--- config.mk ---
export PLATFORM = sky130hd
export DESIGN_NAME = ibuf_fetch_ctrl_flat
export DESIGN_NICKNAME = d
export VERILOG_FILES = /design/src/rtl/pipeline_types.sv /design/src/rtl/ibuf_fetch_ctrl_if.sv /design/src/rtl/ibuf_fetch_ctrl_occ_counter.sv /design/src/rtl/ibuf_fetch_ctrl.sv /design/src/flat_wrapper.sv
export SDC_FILE = /design/constraint.sdc
export NUM_CORES = 1
export LEC_CHECK = 0
export BUFFER_PORTS_ARGS = -buffer_cell sky130_fd_sc_hd__buf_2
export CAP_MARGIN = 20
export CORE_UTILIZATION = 53
export CTS_CLUSTER_SIZE = 16
export DETAILED_ROUTE_END_ITERATION = 10
export GPL_TIMING_DRIVEN = 0
export PLACE_DENSITY_LB_ADDON = 0.15
export SLEW_MARGIN = 10
export SYNTH_ARGS = -nofsm -noshare
export SYNTH_HDL_FRONTEND = slang
export SYNTH_SLANG_ARGS = --single-unit
--- constraint.sdc ---
create_clock -name clk -period 4.5 [get_ports clk]
set_input_delay 0.675 -clock clk [delete_from_list [all_inputs] [get_ports clk]]
set_output_delay 0.675 -clock clk [all_outputs]
set_load 0.1 [all_outputs]
--- src/rtl/pipeline_types.sv ---
// Types and sizing shared by the fetch controller and the instruction buffer.
package pipeline_types;

    typedef enum logic [1:0] {
        IDLE  = 2'd0,
        RUN   = 2'd1,
        DRAIN = 2'd2
    } fetch_ctrl_state_t;

    localparam int FETCH_WIDTH       = 2;
    localparam int INST_BUFFER_DEPTH = 32;
    localparam int OCC_W             = 6;
    localparam int MAX_INFLIGHT      = 3;

endpackage

--- src/rtl/ibuf_fetch_ctrl_if.sv ---
// Fetch/push/send control bundle between the fetch controller and its neighbours.
// master is the controller side; slave is the BPU/icache/buffer/decode side.
interface ibuf_fetch_ctrl_if
    import pipeline_types::*;
#(
    parameter int OCC_W = pipeline_types::OCC_W
);
    logic                                flush;
    logic                                stall;
    logic                                pause;
    logic                                pc_valid;
    logic                                fetch_issue;
    logic                                resp_valid;
    logic [FETCH_WIDTH-1:0]              resp_slot_en;
    logic [FETCH_WIDTH-1:0]              icache_fetch_inst_en;
    logic [FETCH_WIDTH-1:0]              issue_ready;
    logic [FETCH_WIDTH-1:0]              send_inst_en;
    logic [FETCH_WIDTH-1:0][OCC_W-1:0]   occ;
    logic [1:0]                          inflight;
    logic                                draining;
    logic                                overflow_err;

    modport master (
        input  flush, stall, pause, pc_valid, resp_valid, resp_slot_en, issue_ready,
        output fetch_issue, icache_fetch_inst_en, send_inst_en, occ, inflight,
               draining, overflow_err
    );

    modport slave (
        output flush, stall, pause, pc_valid, resp_valid, resp_slot_en, issue_ready,
        input  fetch_issue, icache_fetch_inst_en, send_inst_en, occ, inflight,
               draining, overflow_err
    );

endinterface

--- src/rtl/ibuf_fetch_ctrl_occ_counter.sv ---
// Saturating up/down occupancy mirror for one buffer bank; sticky error on push into a full bank.
// Registered count, one-cycle update; clear wins over inc/dec, error survives clear.
module occ_counter #(
    parameter int DEPTH = 32,
    parameter int W     = 6
) (
    input  logic         clk,
    input  logic         rst,
    input  logic         clr,
    input  logic         inc,
    input  logic         dec,
    output logic [W-1:0] cnt,
    output logic         err
);
    localparam logic [W-1:0] FULL = W'(DEPTH);

    always_ff @(posedge clk or posedge rst) begin
        if (rst) begin
            cnt <= '0;
            err <= 1'b0;
        end else if (clr) begin
            cnt <= '0;
        end else if (inc && !dec) begin
            if (cnt == FULL) begin
                err <= 1'b1;
            end else begin
                cnt <= cnt + W'(1);
            end
        end else if (dec && !inc && cnt != '0) begin
            cnt <= cnt - W'(1);
        end
    end

endmodule

--- src/rtl/ibuf_fetch_ctrl.sv ---
// Credit-based sequencer for the two-bank instruction buffer: fetch issue, push and send enables.
// Enables are combinational on current inputs; stall blocks all three, pause blocks send only.
module ibuf_fetch_ctrl
    import pipeline_types::*;
#(
    parameter int BUF_DEPTH    = INST_BUFFER_DEPTH,
    parameter int MAX_INFLIGHT = pipeline_types::MAX_INFLIGHT,
    parameter int OCC_W        = pipeline_types::OCC_W
) (
    input  logic               clk,
    input  logic               rst,
    ibuf_fetch_ctrl_if.master  bus
);
    fetch_ctrl_state_t      state_q, state_d;
    logic [1:0]             inflight_q, inflight_d;
    logic [OCC_W-1:0]       occ0, occ1, occ_max;
    logic [OCC_W:0]         committed;
    logic                   credit_ok, resp_take, run;
    logic                   issue, draining;
    logic [FETCH_WIDTH-1:0] push, send;
    logic                   err0, err1;

    assign run       = (state_q == RUN);
    assign resp_take = bus.resp_valid && (inflight_q != 2'd0);
    assign occ_max   = (occ0 > occ1) ? occ0 : occ1;
    // Every outstanding pair must still find a free slot in the fuller bank.
    assign committed = {1'b0, occ_max} + (OCC_W+1)'(inflight_q);
    assign credit_ok = committed < (OCC_W+1)'(BUF_DEPTH);

    always_comb begin
        inflight_d = inflight_q;
        if (issue && !resp_take) begin
            inflight_d = inflight_q + 2'd1;
        end else if (resp_take && !issue) begin
            inflight_d = inflight_q - 2'd1;
        end
    end

    always_ff @(posedge clk or posedge rst) begin
        if (rst) begin
            state_q    <= IDLE;
            inflight_q <= 2'd0;
        end else begin
            state_q    <= state_d;
            inflight_q <= inflight_d;
        end
    end

    always_comb begin
        state_d = state_q;
        if (bus.flush) begin
            state_d = (state_q == DRAIN || inflight_d != 2'd0) ? DRAIN : RUN;
        end else begin
            case (state_q)
                IDLE:    state_d = RUN;
                RUN:     state_d = RUN;
                DRAIN:   state_d = (inflight_q == 2'd0) ? RUN : DRAIN;
                default: state_d = IDLE;
            endcase
        end
    end

    always_comb begin
        issue    = 1'b0;
        push     = '0;
        send     = '0;
        draining = (state_q == DRAIN);
        if (run && !bus.stall && !bus.flush) begin
            issue   = bus.pc_valid && (inflight_q < 2'(MAX_INFLIGHT)) && credit_ok;
            push    = bus.resp_valid ? bus.resp_slot_en : '0;
            send[0] = !bus.pause && (occ0 != '0) && bus.issue_ready[0];
            // Slot 1 only rides along with slot 0 so decode sees program order.
            send[1] = send[0] && (occ1 != '0) && bus.issue_ready[1];
        end
    end

    occ_counter #(.DEPTH(BUF_DEPTH), .W(OCC_W)) u_occ0 (
        .clk (clk),
        .rst (rst),
        .clr (bus.flush),
        .inc (push[0]),
        .dec (send[0]),
        .cnt (occ0),
        .err (err0)
    );

    occ_counter #(.DEPTH(BUF_DEPTH), .W(OCC_W)) u_occ1 (
        .clk (clk),
        .rst (rst),
        .clr (bus.flush),
        .inc (push[1]),
        .dec (send[1]),
        .cnt (occ1),
        .err (err1)
    );

    assign bus.fetch_issue          = issue;
    assign bus.icache_fetch_inst_en = push;
    assign bus.send_inst_en         = send;
    assign bus.occ[0]               = occ0;
    assign bus.occ[1]               = occ1;
    assign bus.inflight             = inflight_q;
    assign bus.draining             = draining;
    assign bus.overflow_err         = err0 | err1;

endmodule

--- src/flat_wrapper.sv ---
// flat-port wrapper written by rule: the top's interface ports become plain ports
module ibuf_fetch_ctrl_flat import pipeline_types::*;
#(
    parameter int BUF_DEPTH    = INST_BUFFER_DEPTH,
    parameter int MAX_INFLIGHT = pipeline_types::MAX_INFLIGHT,
    parameter int OCC_W        = pipeline_types::OCC_W
)
  (clk, rst, bus_flush, bus_stall, bus_pause, bus_pc_valid, bus_resp_valid, bus_resp_slot_en, bus_issue_ready, bus_fetch_issue, bus_icache_fetch_inst_en, bus_send_inst_en, bus_occ, bus_inflight, bus_draining, bus_overflow_err);
  ibuf_fetch_ctrl_if #(.OCC_W(OCC_W)) bus_i ();
  input  logic clk;
  input  logic rst;
  input wire logic [$bits(bus_i.flush)-1:0] bus_flush;
  input wire logic [$bits(bus_i.stall)-1:0] bus_stall;
  input wire logic [$bits(bus_i.pause)-1:0] bus_pause;
  input wire logic [$bits(bus_i.pc_valid)-1:0] bus_pc_valid;
  input wire logic [$bits(bus_i.resp_valid)-1:0] bus_resp_valid;
  input wire logic [$bits(bus_i.resp_slot_en)-1:0] bus_resp_slot_en;
  input wire logic [$bits(bus_i.issue_ready)-1:0] bus_issue_ready;
  output wire logic [$bits(bus_i.fetch_issue)-1:0] bus_fetch_issue;
  output wire logic [$bits(bus_i.icache_fetch_inst_en)-1:0] bus_icache_fetch_inst_en;
  output wire logic [$bits(bus_i.send_inst_en)-1:0] bus_send_inst_en;
  output wire logic [$bits(bus_i.occ)-1:0] bus_occ;
  output wire logic [$bits(bus_i.inflight)-1:0] bus_inflight;
  output wire logic [$bits(bus_i.draining)-1:0] bus_draining;
  output wire logic [$bits(bus_i.overflow_err)-1:0] bus_overflow_err;
  assign bus_i.flush = bus_flush;
  assign bus_i.stall = bus_stall;
  assign bus_i.pause = bus_pause;
  assign bus_i.pc_valid = bus_pc_valid;
  assign bus_i.resp_valid = bus_resp_valid;
  assign bus_i.resp_slot_en = bus_resp_slot_en;
  assign bus_i.issue_ready = bus_issue_ready;
  assign bus_fetch_issue = bus_i.fetch_issue;
  assign bus_icache_fetch_inst_en = bus_i.icache_fetch_inst_en;
  assign bus_send_inst_en = bus_i.send_inst_en;
  assign bus_occ = bus_i.occ;
  assign bus_inflight = bus_i.inflight;
  assign bus_draining = bus_i.draining;
  assign bus_overflow_err = bus_i.overflow_err;
  ibuf_fetch_ctrl #(.BUF_DEPTH(BUF_DEPTH), .MAX_INFLIGHT(MAX_INFLIGHT), .OCC_W(OCC_W)) u_core (.clk(clk), .rst(rst), .bus(bus_i));
endmodule
==> metrics.txt <==
status=finished with violations; failing checks=design-rule violations; area leader, netlist=dfrtp_1; Max clock buf depth=2; worst path required time=3.83 ns; fin. max-slew vios=0; CP arrival=3.57 ns; slowest cell on the critical path=o41ai_2; fin crit share=94.4%; worst path cell trace=clkbuf_1 -> inv_1 -> ha_1 -> nor2b_1 -> o21ai_0 -> a31oi_1 -> o21ai_0 -> ha_1 -> a31oi_1 -> o41ai_2 -> mux2_2 -> nor2_4 -> clkbuf_4; Port Buf Inserts=31; Num CTS Buffers=3; GPL Wtd Cong=0.852; Post-Syn Instances=186; initial drt markers=70; # DRC=1; FF-to-FF Start=u_core.u_occ0.cnt[0]$_DFFE_PP0P_; Post-DP HPWL=3.13 mm; Antenna diodes=0; warnings from Yosys=0; CTS tree=yes; Yosys top cell area share=27.2%; Synth async-reset ratio=100%; Hold Path Class=primary input to async pin; post-CTS setup repair buffer count=0; Nets=around 250; R2R setup slack=0.76 ns; Setup-failing EPs final=0; grt total ovfl=0; reg-to-reg critical path endpoint=u_core.state_q[1]$_DFF_PP0_; clock sinks=18; via count=1486; Synth Cell Area=1650 µm²; RSZ-0062 raised after global routing=false; critical path's largest stage delay=0.41 ns; register area share after synthesis=between 20% and 30%; WP buf/inv=3; # H-tree levels=1; Final ANT Viol Nets=0; fraction of layout cells with a size suffix above 1=approximately a quarter; synthesis-to-finish area growth=15.0%; clk_lat worst skew=0.29 ns; post-layout minimum cycle time=between 4 and 5 ns; r2r worst-path depth=15; die span in y=57.9 µm; worst rel slew slack=50.2%; Final Skew=between 0.0015 and 0.002 ns; Final Hold Vio Count=0; syn_nets=216; Clk Tree Root Cell=clkbuf_4; maximum clock frequency=235 MHz; register bit total from synthesis=18; Die W=57.9 µm; Reg clk slew, reported paths=0.12 ns; first drt pass iteration count=7; top-level I/O count=32; CP Capture Type=primary output; crit path launch type=register; WS Path Type=register to primary output; Starting Density=about 58%; wire length of the first global-routing pass=6.73 mm; top-count cell post-synth=inv_1; delay-heaviest family, CP=compound AO/OA/AOI/OAI gates; max-cap check violation count=0; Die ar.=3350 µm²; number of synthesized flops with an enable pin=0; average routed wire per standard cell=about 16 µm; Site Rows=19; Levels on crit path=13; synth cell count leaders=inv_1, dfrtp_1, ha_1; dominant synthesized flop cell=dfrtp_1; largest net degree at the start of global routing=19; CP max FO=8; total track usage=approximately a quarter; setup_tns=0 ns; Synth Area per Inst=8.89 µm²; Slew @ Worst Pin=0.746 ns; WL final=about 4 mm; initial antenna violation count=0; Netlist cell types=49; vias in the first global route=1505; core box area=roughly 2900 µm²; post-DR vias/cell=5.90; largest cells by area after synthesis=dfrtp_1, ha_1, inv_1
what timing repair did:
item,in CTS,in global routing
endpoints found under the hold margin,0,0
gates resized for setup,0,2
setup endpoints to repair,0,1
hold buffers,0,0
stage by stage:
stage	area, µm²	worst slack [ns]	utilization [%]	hold slack, ns	cells
2_1_floorplan	1660	0.173	-	0.433	186
3_3_place_gp	1860	0.528	65.0	0.459	248
3_5_place_dp	1860	0.397	65.0	0.462	248
4_1_cts	1890	0.0424	66.3	0.489	252
5_1_grt	1900	0.0331	66.7	0.511	252
6_report	1900	0.253	66.7	0.488	252
worst reg2reg max path, stage by stage (launching register included):
cell and delay, ns:
dfrtp_1 0.37, clkbuf_1 0.37, inv_1 0.16, ha_1 0.22
nor2b_1 0.11, o21ai_0 0.14, a31oi_1 0.32, nand2_1 0.09
o21ai_0 0.09, ha_1 0.27, a31oi_1 0.22, o41ai_2 0.13
a2111oi_1 0.48, nor4_2 0.13, a211o_1 0.33, o22a_1 0.22
cell families after synthesis:
group                    count (synthesis)  synth area share (%)
AO/OA/AOI/OAI                           49                  22.5
XOR/XNOR                                 9                  4.77
adder cells (fa/ha/maj)                 19                  15.3
buffers and inverters                   33                  8.47
flip-flops                              18                  27.2
multiplexers                             4                  2.50
AND/OR/NAND/NOR                         54                  19.2
worst max path at each step:
| stage | start | endpoint | slack (ns) |
|---|---|---|---|
| after floorplan | u_core.u_occ1.cnt[5]$_DFFE_PP0P_ | bus_fetch_issue | 0.17 |
| after global placement | u_core.u_occ0.cnt[0]$_DFFE_PP0P_ | bus_fetch_issue | 0.53 |
| after detailed placement | u_core.u_occ0.cnt[0]$_DFFE_PP0P_ | bus_fetch_issue | 0.40 |
| after CTS | u_core.u_occ0.cnt[0]$_DFFE_PP0P_ | bus_fetch_issue | 0.04 |
| after global routing | u_core.u_occ0.cnt[0]$_DFFE_PP0P_ | bus_fetch_issue | 0.03 |
| final | u_core.u_occ0.cnt[0]$_DFFE_PP0P_ | bus_fetch_issue | 0.25 |
layer usage:
layer  vias up  track usage (%)  wire (µm)
li1        734                -          -
met1       730             33.1       1750
met2        20             47.3       2080
met3         2             2.46         77
met4         0             6.12         19
met5         -                0          0
state kept, by name (all words and copies together) (netlist names):
signal and count:
u_core.u_occ1.cnt 6, u_core.state_q 2, u_core.bus.inflight 2, u_core.u_occ0.cnt 6, u_core.u_occ0.err 1, u_core.u_occ1.err 1
layout make-up:
cell class | instances | area, µm²
inverter | 24 | 90.1
clock buffer | 4 | 36.3
timing repair buffer | 31 | 158
fill | 250 | 951
multi-input combinational | 135 | 1080
sequential | 18 | 450
tap | 31 | 38.8
buffer | 9 | 50.0
placed cells by master (no fill, tap or decap), types with 4 or more instances in the layout:
| cell | n |
|---|---|
| buf_2 | 31 |
| inv_1 | 23 |
| dfrtp_1 | 18 |
| ha_1 | 17 |
| nand2_1 | 14 |
| nand3_1 | 9 |
| a21oi_1 | 9 |
| o31ai_1 | 8 |
| a21o_1 | 7 |
| nor2_1 | 6 |
| xnor2_1 | 5 |
| xor2_1 | 4 |
| o21ai_0 | 4 |
| buf_4 | 4 |
| clkbuf_4 | 4 |
Power is left out: the tool's default activity adds up to more than one toggle a clock period on the data nets, which glitch-free logic cannot reach.
